`config.mk`:
```
export PLATFORM = sky130hd
export DESIGN_NAME = multicycle_ctrl_flat
export DESIGN_NICKNAME = d
export VERILOG_FILES = /design/src/rtl/multicycle_ctrl_if.sv /design/src/rtl/multicycle_ctrl.sv /design/src/flat_wrapper.sv
export SDC_FILE = /design/constraint.sdc
export NUM_CORES = 1
export LEC_CHECK = 0
export CORE_ASPECT_RATIO = 0.8
export CORE_MARGIN = 10
export CORE_UTILIZATION = 30
export DETAILED_ROUTE_END_ITERATION = 12
export HOLD_SLACK_MARGIN = 0.08
export PLACE_DENSITY = 0.62
export SYNTH_ARGS = -nofsm -noshare
export SYNTH_HDL_FRONTEND = slang
export SYNTH_SLANG_ARGS = --single-unit
```
`constraint.sdc`:
```
create_clock -name clk -period 3 [get_ports clk]
set_clock_uncertainty 0.05 [all_clocks]
set_input_delay 0.6 -clock clk [delete_from_list [all_inputs] [get_ports clk]]
set_output_delay 0.6 -clock clk [all_outputs]
set_load 0.03 [all_outputs]
```
`src/rtl/multicycle_ctrl_if.sv`:
```
// ---------------------------------------------------------------------------
// multicycle_ctrl_if
//   BRAM port-A handshake between the multicycle sequencer and the memory.
//
//   instr_in   read data from BRAM port A (memory -> controller)
//   mem_ready  access complete this cycle (memory -> controller)
//   mem_en     access request (controller -> memory)
//   mem_we     write strobe, qualified by mem_en (controller -> memory)
//   addr_sel   0 = address from pc, 1 = from data address register
//
//   modport master : the sequencer side
//   modport slave  : the memory side
// ---------------------------------------------------------------------------
interface multicycle_ctrl_if #(
    parameter int DATA_W = 16
);
    logic [DATA_W-1:0] instr_in;
    logic              mem_ready;
    logic              mem_en;
    logic              mem_we;
    logic              addr_sel;

    modport master (
        input  instr_in,
        input  mem_ready,
        output mem_en,
        output mem_we,
        output addr_sel
    );

    modport slave (
        output instr_in,
        output mem_ready,
        input  mem_en,
        input  mem_we,
        input  addr_sel
    );
endinterface

```
`src/rtl/multicycle_ctrl.sv`:
```
// ---------------------------------------------------------------------------
// multicycle_ctrl
//   Multicycle control sequencer. Owns pc and ir and steps each instruction
//   through FETCH / FETCH_WAIT / DECODE / EXECUTE / MEM / MEM_WAIT /
//   WRITEBACK, with HALT as a terminal state left only through reset.
//   The memory has variable latency and answers with mem_ready.
//
//   clk          clock, all state on rising edge
//   reset        asynchronous active-low reset
//   run_en       1 = a new fetch may start; 0 = pause before next fetch
//   mem          BRAM handshake (multicycle_ctrl_if.master)
//   is_load, is_store, is_branch, is_jump, is_halt
//                decoder flags for the instruction held in ir
//   br_taken     branch condition result
//   br_disp      signed branch displacement
//   jump_target  absolute jump destination
//   pc, ir       program counter / instruction register
//   reg_we       register-file write enable (one cycle, WRITEBACK)
//   alu_en       ALU/flag update enable (one cycle, EXECUTE)
//   state        current state encoding (debug)
//   halted       high while in HALT
//
//   Every output is a register, so no input reaches an output
//   combinationally.
// ---------------------------------------------------------------------------
module multicycle_ctrl #(
    parameter int                 ADDR_W   = 16,
    parameter int                 DATA_W   = 16,
    parameter int                 DISP_W   = 8,
    parameter logic [ADDR_W-1:0]  RESET_PC = '0
) (
    input  logic                clk,
    input  logic                reset,
    input  logic                run_en,
    multicycle_ctrl_if.master   mem,
    input  logic                is_load,
    input  logic                is_store,
    input  logic                is_branch,
    input  logic                br_taken,
    input  logic [DISP_W-1:0]   br_disp,
    input  logic                is_jump,
    input  logic [ADDR_W-1:0]   jump_target,
    input  logic                is_halt,
    output logic [ADDR_W-1:0]   pc,
    output logic [DATA_W-1:0]   ir,
    output logic                reg_we,
    output logic                alu_en,
    output logic [2:0]          state,
    output logic                halted
);

    typedef enum logic [2:0] {
        S_FETCH      = 3'd0,
        S_FETCH_WAIT = 3'd1,
        S_DECODE     = 3'd2,
        S_EXECUTE    = 3'd3,
        S_MEM        = 3'd4,
        S_MEM_WAIT   = 3'd5,
        S_WRITEBACK  = 3'd6,
        S_HALT       = 3'd7
    } state_t;

    state_t st;

    // A size cast of a signed operand sign-extends, which also covers
    // DISP_W == ADDR_W where a zero-width replication would be illegal.
    logic [ADDR_W-1:0] disp_ext;
    assign disp_ext = ADDR_W'($signed(br_disp));

    // An instruction is an ALU op when no other decoder class claims it.
    logic is_alu;
    assign is_alu = !(is_halt || is_jump || is_branch || is_load || is_store);

    assign state = st;

    // NOTE: every register here, including pc and ir, is cleared by the async
    // reset; there is no memory array, so nothing is left unreset.
    always_ff @(posedge clk or negedge reset) begin
        if (!reset) begin
            st           <= S_FETCH;
            pc           <= RESET_PC;
            ir           <= '0;
            mem.mem_en   <= 1'b0;
            mem.mem_we   <= 1'b0;
            mem.addr_sel <= 1'b0;
            reg_we       <= 1'b0;
            alu_en       <= 1'b0;
            halted       <= 1'b0;
        end else begin
            // NOTE: non-blocking assignments only, so every register sees the
            // pre-edge values of the others regardless of statement order.
            case (st)
                S_FETCH: begin
                    reg_we <= 1'b0;
                    if (run_en) begin
                        st           <= S_FETCH_WAIT;
                        mem.mem_en   <= 1'b1;
                        mem.addr_sel <= 1'b0;
                        mem.mem_we   <= 1'b0;
                    end
                end

                S_FETCH_WAIT: begin
                    if (mem.mem_ready) begin
                        ir         <= mem.instr_in;
                        pc         <= pc + 1'b1;
                        mem.mem_en <= 1'b0;
                        st         <= S_DECODE;
                    end
                end

                S_DECODE: begin
                    // ir has been stable since the fetch edge, so the decoder
                    // flags already hold their EXECUTE values; registering
                    // alu_en here makes it high exactly during EXECUTE.
                    alu_en <= is_alu;
                    st     <= S_EXECUTE;
                end

                S_EXECUTE: begin
                    alu_en <= 1'b0;
                    if (is_halt) begin
                        halted <= 1'b1;
                        st     <= S_HALT;
                    end else if (is_jump) begin
                        pc <= jump_target;
                        st <= S_FETCH;
                    end else if (is_branch) begin
                        // pc already points past the branch.
                        if (br_taken) pc <= pc + disp_ext;
                        st <= S_FETCH;
                    end else if (is_load || is_store) begin
                        mem.mem_en   <= 1'b1;
                        mem.addr_sel <= 1'b1;
                        mem.mem_we   <= is_store;
                        st           <= S_MEM;
                    end else begin
                        reg_we <= 1'b1;
                        st     <= S_WRITEBACK;
                    end
                end

                S_MEM: begin
                    // A ready seen here belongs to no request yet; ignore it.
                    st <= S_MEM_WAIT;
                end

                S_MEM_WAIT: begin
                    if (mem.mem_ready) begin
                        mem.mem_en   <= 1'b0;
                        mem.addr_sel <= 1'b0;
                        mem.mem_we   <= 1'b0;
                        // mem_we still identifies the access as a store.
                        if (mem.mem_we) begin
                            st <= S_FETCH;
                        end else begin
                            reg_we <= 1'b1;
                            st     <= S_WRITEBACK;
                        end
                    end
                end

                S_WRITEBACK: begin
                    reg_we <= 1'b0;
                    st     <= S_FETCH;
                end

                S_HALT: begin
                    halted <= 1'b1;
                end
            endcase
        end
    end

endmodule

```
`src/flat_wrapper.sv`:
```
// flat-port wrapper written by rule: the top's interface ports become plain ports
module multicycle_ctrl_flat 
#(
    parameter int                 ADDR_W   = 16,
    parameter int                 DATA_W   = 16,
    parameter int                 DISP_W   = 8,
    parameter logic [ADDR_W-1:0]  RESET_PC = '0
)
  (clk, reset, run_en, is_load, is_store, is_branch, br_taken, br_disp, is_jump, jump_target, is_halt, pc, ir, reg_we, alu_en, state, halted, mem_instr_in, mem_mem_ready, mem_mem_en, mem_mem_we, mem_addr_sel);
  multicycle_ctrl_if #(.DATA_W(DATA_W)) mem_i ();
  input  logic clk;
  input  logic reset;
  input  logic run_en;
  input  logic is_load;
  input  logic is_store;
  input  logic is_branch;
  input  logic br_taken;
  input  logic [DISP_W-1:0] br_disp;
  input  logic is_jump;
  input  logic [ADDR_W-1:0] jump_target;
  input  logic is_halt;
  output logic [ADDR_W-1:0] pc;
  output logic [DATA_W-1:0] ir;
  output logic reg_we;
  output logic alu_en;
  output logic [2:0] state;
  output logic halted;
  input wire logic [$bits(mem_i.instr_in)-1:0] mem_instr_in;
  input wire logic [$bits(mem_i.mem_ready)-1:0] mem_mem_ready;
  output wire logic [$bits(mem_i.mem_en)-1:0] mem_mem_en;
  output wire logic [$bits(mem_i.mem_we)-1:0] mem_mem_we;
  output wire logic [$bits(mem_i.addr_sel)-1:0] mem_addr_sel;
  assign mem_i.instr_in = mem_instr_in;
  assign mem_i.mem_ready = mem_mem_ready;
  assign mem_mem_en = mem_i.mem_en;
  assign mem_mem_we = mem_i.mem_we;
  assign mem_addr_sel = mem_i.addr_sel;
  multicycle_ctrl #(.ADDR_W(ADDR_W), .DATA_W(DATA_W), .DISP_W(DISP_W), .RESET_PC(RESET_PC)) u_core (.clk(clk), .reset(reset), .run_en(run_en), .mem(mem_i), .is_load(is_load), .is_store(is_store), .is_branch(is_branch), .br_taken(br_taken), .br_disp(br_disp), .is_jump(is_jump), .jump_target(jump_target), .is_halt(is_halt), .pc(pc), .ir(ir), .reg_we(reg_we), .alu_en(alu_en), .state(state), .halted(halted));
endmodule
```
# After elaboration in Yosys (flattened, before gate mapping)
# Cells that the tools add are included.
# W data, S select, Z words.
[classes]
n_addsub = 2
n_eq_ne = 20
muxes = 39
reduce_logical = 23
[op_table]
columns = ["cell", "n"]
rows = [
  ["$mux W16", 5],
  ["$pmux W16 S2", 1],
  ["$mux W3", 7],
  ["$pmux W3 S7", 1],
  ["$reduce_and A7 Y1", 3],
  ["$mux W1", 18],
  ["$ne A2 B2 Y1 const B", 9],
  ["$add A16 B1 Y16 const B", 1],
  ["$add A16 B16 Y16", 1],
  ["$eq A3 B3 Y1 const B", 4],
  ["$pmux W1 S3", 4],
  ["$reduce_bool A3 Y1", 3],
  ["$reduce_bool A7 Y1", 1],
  ["$eq A3 B2 Y1 const B", 2],
  ["$ne A3 B3 Y1 const B", 2],
  ["$reduce_bool A2 Y1", 3],
  ["$logic_or A1 B1 Y1", 5],
  ["$reduce_and A5 Y1", 1],
  ["$ne A2 B1 Y1 const B", 2],
  ["$pmux W1 S2", 2],
  ["$reduce_and A2 Y1", 2],
  ["$reduce_and A4 Y1", 1],
  ["$reduce_or A2 Y1", 2],
  ["$eq A3 B1 Y1 const B", 1],
  ["other kinds (3)", 3],
]
[word_totals]
regBits = 41
out_inout_bits = 41
wordCells = 93

# Logic depth before layout (Yosys ltp)
[depth]
depth_word = 6
mapped_depth = 10
mapped_depth_nobuf = 8

# Worst setup path before layout
# Ideal clock, no wire load.
[synth_path]
kind = "input-to-reg"
startpoint = "input br_disp[0]"
endpoint = "register u_core.pc[8]"
setup_ns = 0.126
t_arrival_ns = 2.428
slack_ns = 0.395
path_stages = 8
path_cell_list = "ha_1 fa_1 a21o_1 a311o_1 a21boi_1 xor2_1 nor3_1 a311o_1"
[synth_between]
elab_chain_len = 6
[synth_lines]
columns = ["element", "line_no", "text"]
rows = [
  ["from (decl)", "flat_wrapper.sv:18", "input logic [DISP_W-1:0] br_disp;"],
  ["$add A16 B16 Y16", "multicycle_ctrl.sv:130", "if (br_taken) pc <= pc + disp_ext;"],
  ["$mux W16", "multicycle_ctrl.sv:130", ""],
  ["$mux W16", "multicycle_ctrl.sv:128", "end else if (is_branch) begin"],
  ["$mux W16", "multicycle_ctrl.sv:125", "end else if (is_jump) begin"],
  ["$mux W16", "multicycle_ctrl.sv:122", "if (is_halt) begin"],
  ["$pmux W16 S2", "multicycle_ctrl.sv:92", "case (st)"],
  ["to (signal assigned)", "multicycle_ctrl.sv:106", "pc <= pc + 1'b1;"],
  ["to (signal assigned)", "multicycle_ctrl.sv:126", "pc <= jump_target;"],
  ["to (signal assigned)", "multicycle_ctrl.sv:130", ""],
  ["to (decl)", "multicycle_ctrl.sv:44", "output logic [ADDR_W-1:0] pc,"],
]
# No other way between the ends. The select of a mux whose other input is x is not followed.
# A chain may end at the register's enable or synchronous reset.

# Final worst setup path
# Ends and elaborated chain as after synthesis.

==> out/metrics.cfg <==
[final_layout]
area_growth_pct = 42.92
n_antenna_cell = 0
fin_nets = 549
final_core_util = 0.4429
design_area_um2 = 4292
layout-drive-gt1-share = 0.06861
final.fill_count = 994

[sta]
worst_slew_pin_slew_ns = 0.9381
slew_headroom = 0.3746
setup_viol = 0
slew_viol_final = 0
rsz0062_at_grt = no
period_share = 0.9499
hold_violations = 0
max_freq_mhz = 350.9
fin_crit_ns = 2.850
fin_ws_ns = 0.1502

[logic_synthesis]
yosysMostFrequentCell = nand2_1
synth_top_cell_by_area = dfrtp_1
synth_top_family_by_area = simple AND/OR/NAND/NOR gates
synth_commonest_cells = nand2_1 (92), dfrtp_1 (41), a21oi_1 (37)
yosys_warnings = 0
synth_cells = 383
syn_area_um2 = 3003
synthAdderAreaFrac = 0.08000
syn_nets = 451
ys_ff_latch = 41
yosys-top-cells-area = dfrtp_1 (34%), nand2_1 (12%), ha_1 (6.7%), a21oi_1 (6.2%), o21ai_0 (4.3%)
netlist.area_leader.share = 0.3417
avgSynthCellArea_um2 = 7.840
synth_compound_area_frac = 0.2383
synth-async-reset-ratio = 1.000
synth_xor_xnor_area_share = 0.03208
synth-simple-area-share = 0.2433
synthMuxAreaShare = 0.03042
synth_cell_type_count = 52
synth_ff_type = dfrtp_1
ys_seq_area_frac = 0.3417
synth_edf_count = 0

[global_route]
grt_max_degree = 42
grt_pass1_vias = 3100
grtUsageTotal = 0.1393
overflow = 0
antenna_found_initial = 0
grt_pass1_wl_um = 16550

[power]
p_clk_frac = 0.126
pwr-share-comb = 0.634
power.share.sequential = 0.241
pwr_density_cell_nw_per_um2 = 1094
p_int_mw = 2.461
swShare = 0.4757
p_sw_mw = 2.233
p_leak_nw = 1.820
peakVddDrop_uv = 392.0

[hold_path]
hp-class = input port to async pin

[die]
coreArea_um2 = 9689
start_util = 0.3099
ios = 91
rows = 32
dieArea_um2 = 14440
die_h_um = 109.5
die_w_um = 131.9

[critical_path]
worstPathMaxFanout = 3
start_kind = input port
endpoint_kind = flip-flop
arrival_ns = 2.96
worstSetupPathType = input port to flip-flop
worstPathRequired_ns = 3.11

[routing]
drtAntennaViolNets = 0
drtIter0Drc = 310
viasPerCell = 5.188
post-route-drc-count = 0
wl_um = 10150
wl_per_cell_um = 16.44
dr.pass1.iters = 5
vias = 3201

[placement]
place_ws_ns = -0.1936
post_dp_cell_area_um2 = 4128
gp_congestion = 0.8729
dp_hpwl_um = 8014
io_buffers = 90

[cts]
cts.root.buffer_cell = clkbuf_16
cts_max_path_buffers = 2
h-tree-depth = 2
cts_setup_buffers = 0
path_clk_slew_ns = 0.06
hold_buffers = 0
clock-sinks = 41
insertion_delay_ns = 0.28
tritoncts = done
numCtsBuffers = 5

[flow_run]
maxCapViolCount = 0

[status]
status = completed

[repair_timing]
action	4_1_cts	5_1_grt
resized for setup	0	1
endpoints found under the setup margin	0	2
endpoints found under the hold margin	0	0
[registers in the layout (all words and copies together), names as in the netlist]
register	cells
u_core.ir	16
u_core.mem.mem_en	1
u_core.mem.mem_we	1
u_core.mem.addr_sel	1
u_core.halted	1
u_core.alu_en	1
u_core.state	3
u_core.pc	16
u_core.reg_we	1
[layout by cell type, fill, tap and decap left out, types with 3 or more instances in the layout]
cell type        count
and3_1               4
o21bai_1             3
nand3_1             12
dfrtp_1             41
nor3_1              11
clkdlybuf4s50_1     89
ha_1                16
nor2_1              23
nand4_1              6
inv_1                5
clkbuf_16            5
mux2i_1              8
xor2_1               4
xnor2_1              7
a21o_1               6
a31oi_1              8
a211oi_1            10
o22ai_1              4
buf_4               18
a21oi_1             37
o21ai_0             26
nand2_1             92
[area by class of cell]
type | count | area, um^2 | area share
Tap cell | 136 | 170.2 | 0.03965
Clock buffer | 5 | 125.1 | 0.02915
Inverter | 7 | 26.28 | 0.006122
Clock inverter | 2 | 35.03 | 0.008163
Timing Repair Buffer | 108 | 1031 | 0.2402
Sequential cell | 41 | 1026 | 0.2391
Multi-Input combinational cell | 318 | 1878 | 0.4376
[power groups by stage]
stage / logic (mW) / clock network [mW] / registers, mW
3_3_place_gp: 2.92 / 0 / 1.13
2_1_floorplan: 1.43 / 0 / 1.55
6_report: 2.97 / 0.591 / 1.13
5_1_grt: 3.27 / 0.639 / 1.18
4_1_cts: 2.98 / 0.609 / 1.13
3_5_place_dp: 2.96 / 0 / 1.14
[metrics by stage]
step	hold WS, ns	power, mW	cells	TNS, ns
2_1_floorplan	0.2544	2.975	383	0
6_report	0.4131	4.694	617	0
4_1_cts	0.4312	4.716	617	0
5_1_grt	0.4487	5.089	617	0
3_5_place_dp	0.4136	4.101	610	-0.5564
3_3_place_gp	0.4089	4.046	610	-0.4201
[final timing paths]
path	from	end	slack [ns]	depth (start not counted)
worst max-delay path	br_disp[0]	u_core.pc[8]	0.15	9
worst min-delay path	reset	u_core.ir[7]	0.41	1
worst max register to register	u_core.pc[0]	u_core.pc[8]	0.49	8
worst min register to register	u_core.ir[0]	u_core.ir[0]	0.42	2
max in group asynchronous	reset	u_core.state[2]	1.90	1
min in group clk	u_core.ir[0]	u_core.ir[0]	0.42	2
[critical path, stage by stage]
cell and delay [ns]:
clkdlybuf4s50_1 0.41, ha_1 0.24, fa_1 0.40, a21o_1 0.22
a311o_1 0.40, a21boi_2 0.21, xor2_1 0.16, nor3_1 0.06
a311o_1 0.28
[metal layers]
layer / global-route usage / vias to the layer above / part of all wire
met5: 0 / - / 0
met4: 0.02219 / 0 / 0.0046
met3: 0.03965 / 7 / 0.075
met2: 0.2061 / 132 / 0.42
met1: 0.1997 / 1474 / 0.50
li1: - / 1588 / -
[kinds of logic (layout without fill, tap and decap cells)]
| group | after synthesis | count (layout) |
|---|---|---|
| buffers and inverters | 24 | 122 |
| AOI/OAI and AO/OA | 116 | 116 |
| adders and majority gates | 18 | 18 |
| xor gates and xnor gates | 11 | 11 |
| and+or+nand+nor | 164 | 164 |
| DFF | 41 | 41 |
| muxes | 9 | 9 |
No activity file was read; power rests on OpenSTA's default activity.
==> RTL change: new RTL, same settings <==
`DISP_W` is set to 8 in 2 places; all go to 10.
--- a/src/rtl/multicycle_ctrl.sv
+++ b/src/rtl/multicycle_ctrl.sv
@@ -27,5 +27,5 @@
     parameter int                 ADDR_W   = 16,
     parameter int                 DATA_W   = 16,
-    parameter int                 DISP_W   = 8,
+    parameter int                 DISP_W   = 10,
     parameter logic [ADDR_W-1:0]  RESET_PC = '0
 ) (
--- a/src/flat_wrapper.sv
+++ b/src/flat_wrapper.sv
@@ -4,5 +4,5 @@
     parameter int                 ADDR_W   = 16,
     parameter int                 DATA_W   = 16,
-    parameter int                 DISP_W   = 8,
+    parameter int                 DISP_W   = 10,
     parameter logic [ADDR_W-1:0]  RESET_PC = '0
 )
Ports: changed (resized br_disp); port bits go from 91 to 93. The function was not compared with the original's and may differ.
==> RTL change against the unedited design <==
- synthesized area increased by 1.8%
- synthesized cell count increased by 0.52%
- sequential cell count unchanged
- count of clock-buffer cells in the layout increased by 1
- wire length is 2.8% higher
- design area increased by 0.90%
- setup slack lost 0.035 ns
- total power is 0.49% higher
- largest power group unchanged
- die area up 1.5%
==> RTL change: results (changes against the unedited design) <==
stage	metric	value	unit	change
placement	placed_area	0.00415	mm2	+0.64%
sta	hold_ws	0.403	ns	-0.00993 ns
global_routing	grt_use_total	0.139		-0.000721
cts	h-tree-depth	2		unchanged
global_routing	grt_pass1_wl	16.8	mm	+1.6%
synthesis	synth_top_cell_by_area	dfrtp_1		
placement	post-place-ws	-0.151	ns	+0.0425 ns
cts	cts_buffers	5		unchanged
synthesis	yosysSeqAreaShare	0.336		-0.00601
cts	postCtsSetupRepairBufs	0		unchanged
synthesis	synth_fa_ha_area_frac	0.0786		-0.00141
placement	place_congestion	0.882		+1.0%
setup_path	rrSetupSlack	0.44	ns	-0.05 ns
synthesis	synth_nets	455		+0.89%
synthesis	yosysUniqueCellTypes	56		+7.7%
routing	num_vias	3196		-0.16%
synthesis	synthMuxAreaShare	0.0299		-0.000535
setup_path	crit_slowest_cell	fa_1		
power	p_leak	1.82	nW	about the same
routing	wl	10.4	mm	+2.8%
finish	nets	550		+0.18%
synthesis	synth-compound-area-share	0.244		+0.00604
placement	dp_hpwl	8.17	mm	+2.0%
synthesis	synth_common_cells	nand2_1 (92), a21oi_1 (41), dfrtp_1 (41), o21ai_0 (26), nor2_1 (21)		
cts	clkTransAtPathRegs	0.07	ns	
power	p_int	2.46	mW	-0.16%
synthesis	synth_area_leaders	dfrtp_1 (34%), nand2_1 (11%), a21oi_1 (6.7%)		
finish	layout-drive-gt1-share	0.0644		-0.00416
hold_path	hold_path.class	input pin to async pin		
setup_path	critical_path_arrival	3.00	ns	+0.04 ns
power	p_clk_frac	0.136		+0.010
power	vdd_ir_drop_max	422	uV	+7.6%
synthesis	synth_xor_xnor_area_share	0.0315		-0.000565
power	p_seq	1.15	mW	
sta	slew_headroom	0.358		-0.0164
routing	drt_first_pass_iters	6		+1
placement	portBuffers	92		+2.2%
routing	drtIter0Drc	315		+1.6%
run_status	status	completed		
-- RTL change: cell count changes after synthesis, sizes merged, moves of 2 or more --
cell and change:
nor2 -2, a221oi +2, clkbuf -5, buf +4
a21oi +4
-- RTL change: through the flow --
stage	total power [mW]	cells	setup TNS, ns
finish	4.72	617	0
global route	5.09	617	0
CTS	4.74	617	0
detailed placement	4.08	609	-0.366
global placement	4.03	609	-0.192
floorplan	3.00	385	0
-- RTL change: worst max path at each step --
| stage | start | endpoint | slack [ns] | cells after the start |
|---|---|---|---|---|
| finish | br_disp[0] | u_core.pc[8] | 0.12 | 9 |
| global route | br_disp[0] | u_core.pc[8] | 0.02 | 9 |
| CTS | br_disp[0] | u_core.pc[8] | 0.12 | 9 |
| detailed placement | br_disp[0] | u_core.pc[8] | -0.15 | 9 |
| global placement | br_disp[0] | u_core.pc[8] | -0.13 | 9 |
| floorplan | br_disp[0] | u_core.pc[8] | 0.44 | 8 |
-- RTL change: routing by layer --
| metal | up-vias | wire, um | GRT usage |
|---|---|---|---|
| li1 | 1583 | - | - |
| met1 | 1465 | 4930 | 0.187 |
| met2 | 140 | 4630 | 0.221 |
| met3 | 8 | 791 | 0.0416 |
| met4 | 0 | 77 | 0.0172 |
| met5 | - | 0 | 0 |
-- RTL change: cells by family after synthesis --
logic type | count (synthesis)
adder cells (fa/ha/maj) | 18
flip-flops | 41
buffers and inverters | 24
multiplexers | 9
AND/OR/NAND/NOR | 162
XOR/XNOR | 11
AO/OA/AOI/OAI | 120
-- RTL change: cell type report --
class / instances / area, um2
clock buffers: 6 / 139
clock inverters: 2 / 37.5
fillers: 982 / 5480
inverters: 8 / 30.0
multi-input cells: 320 / 1920
flip-flops and latches: 41 / 1030
well taps: 136 / 170
repair buffers: 104 / 1010
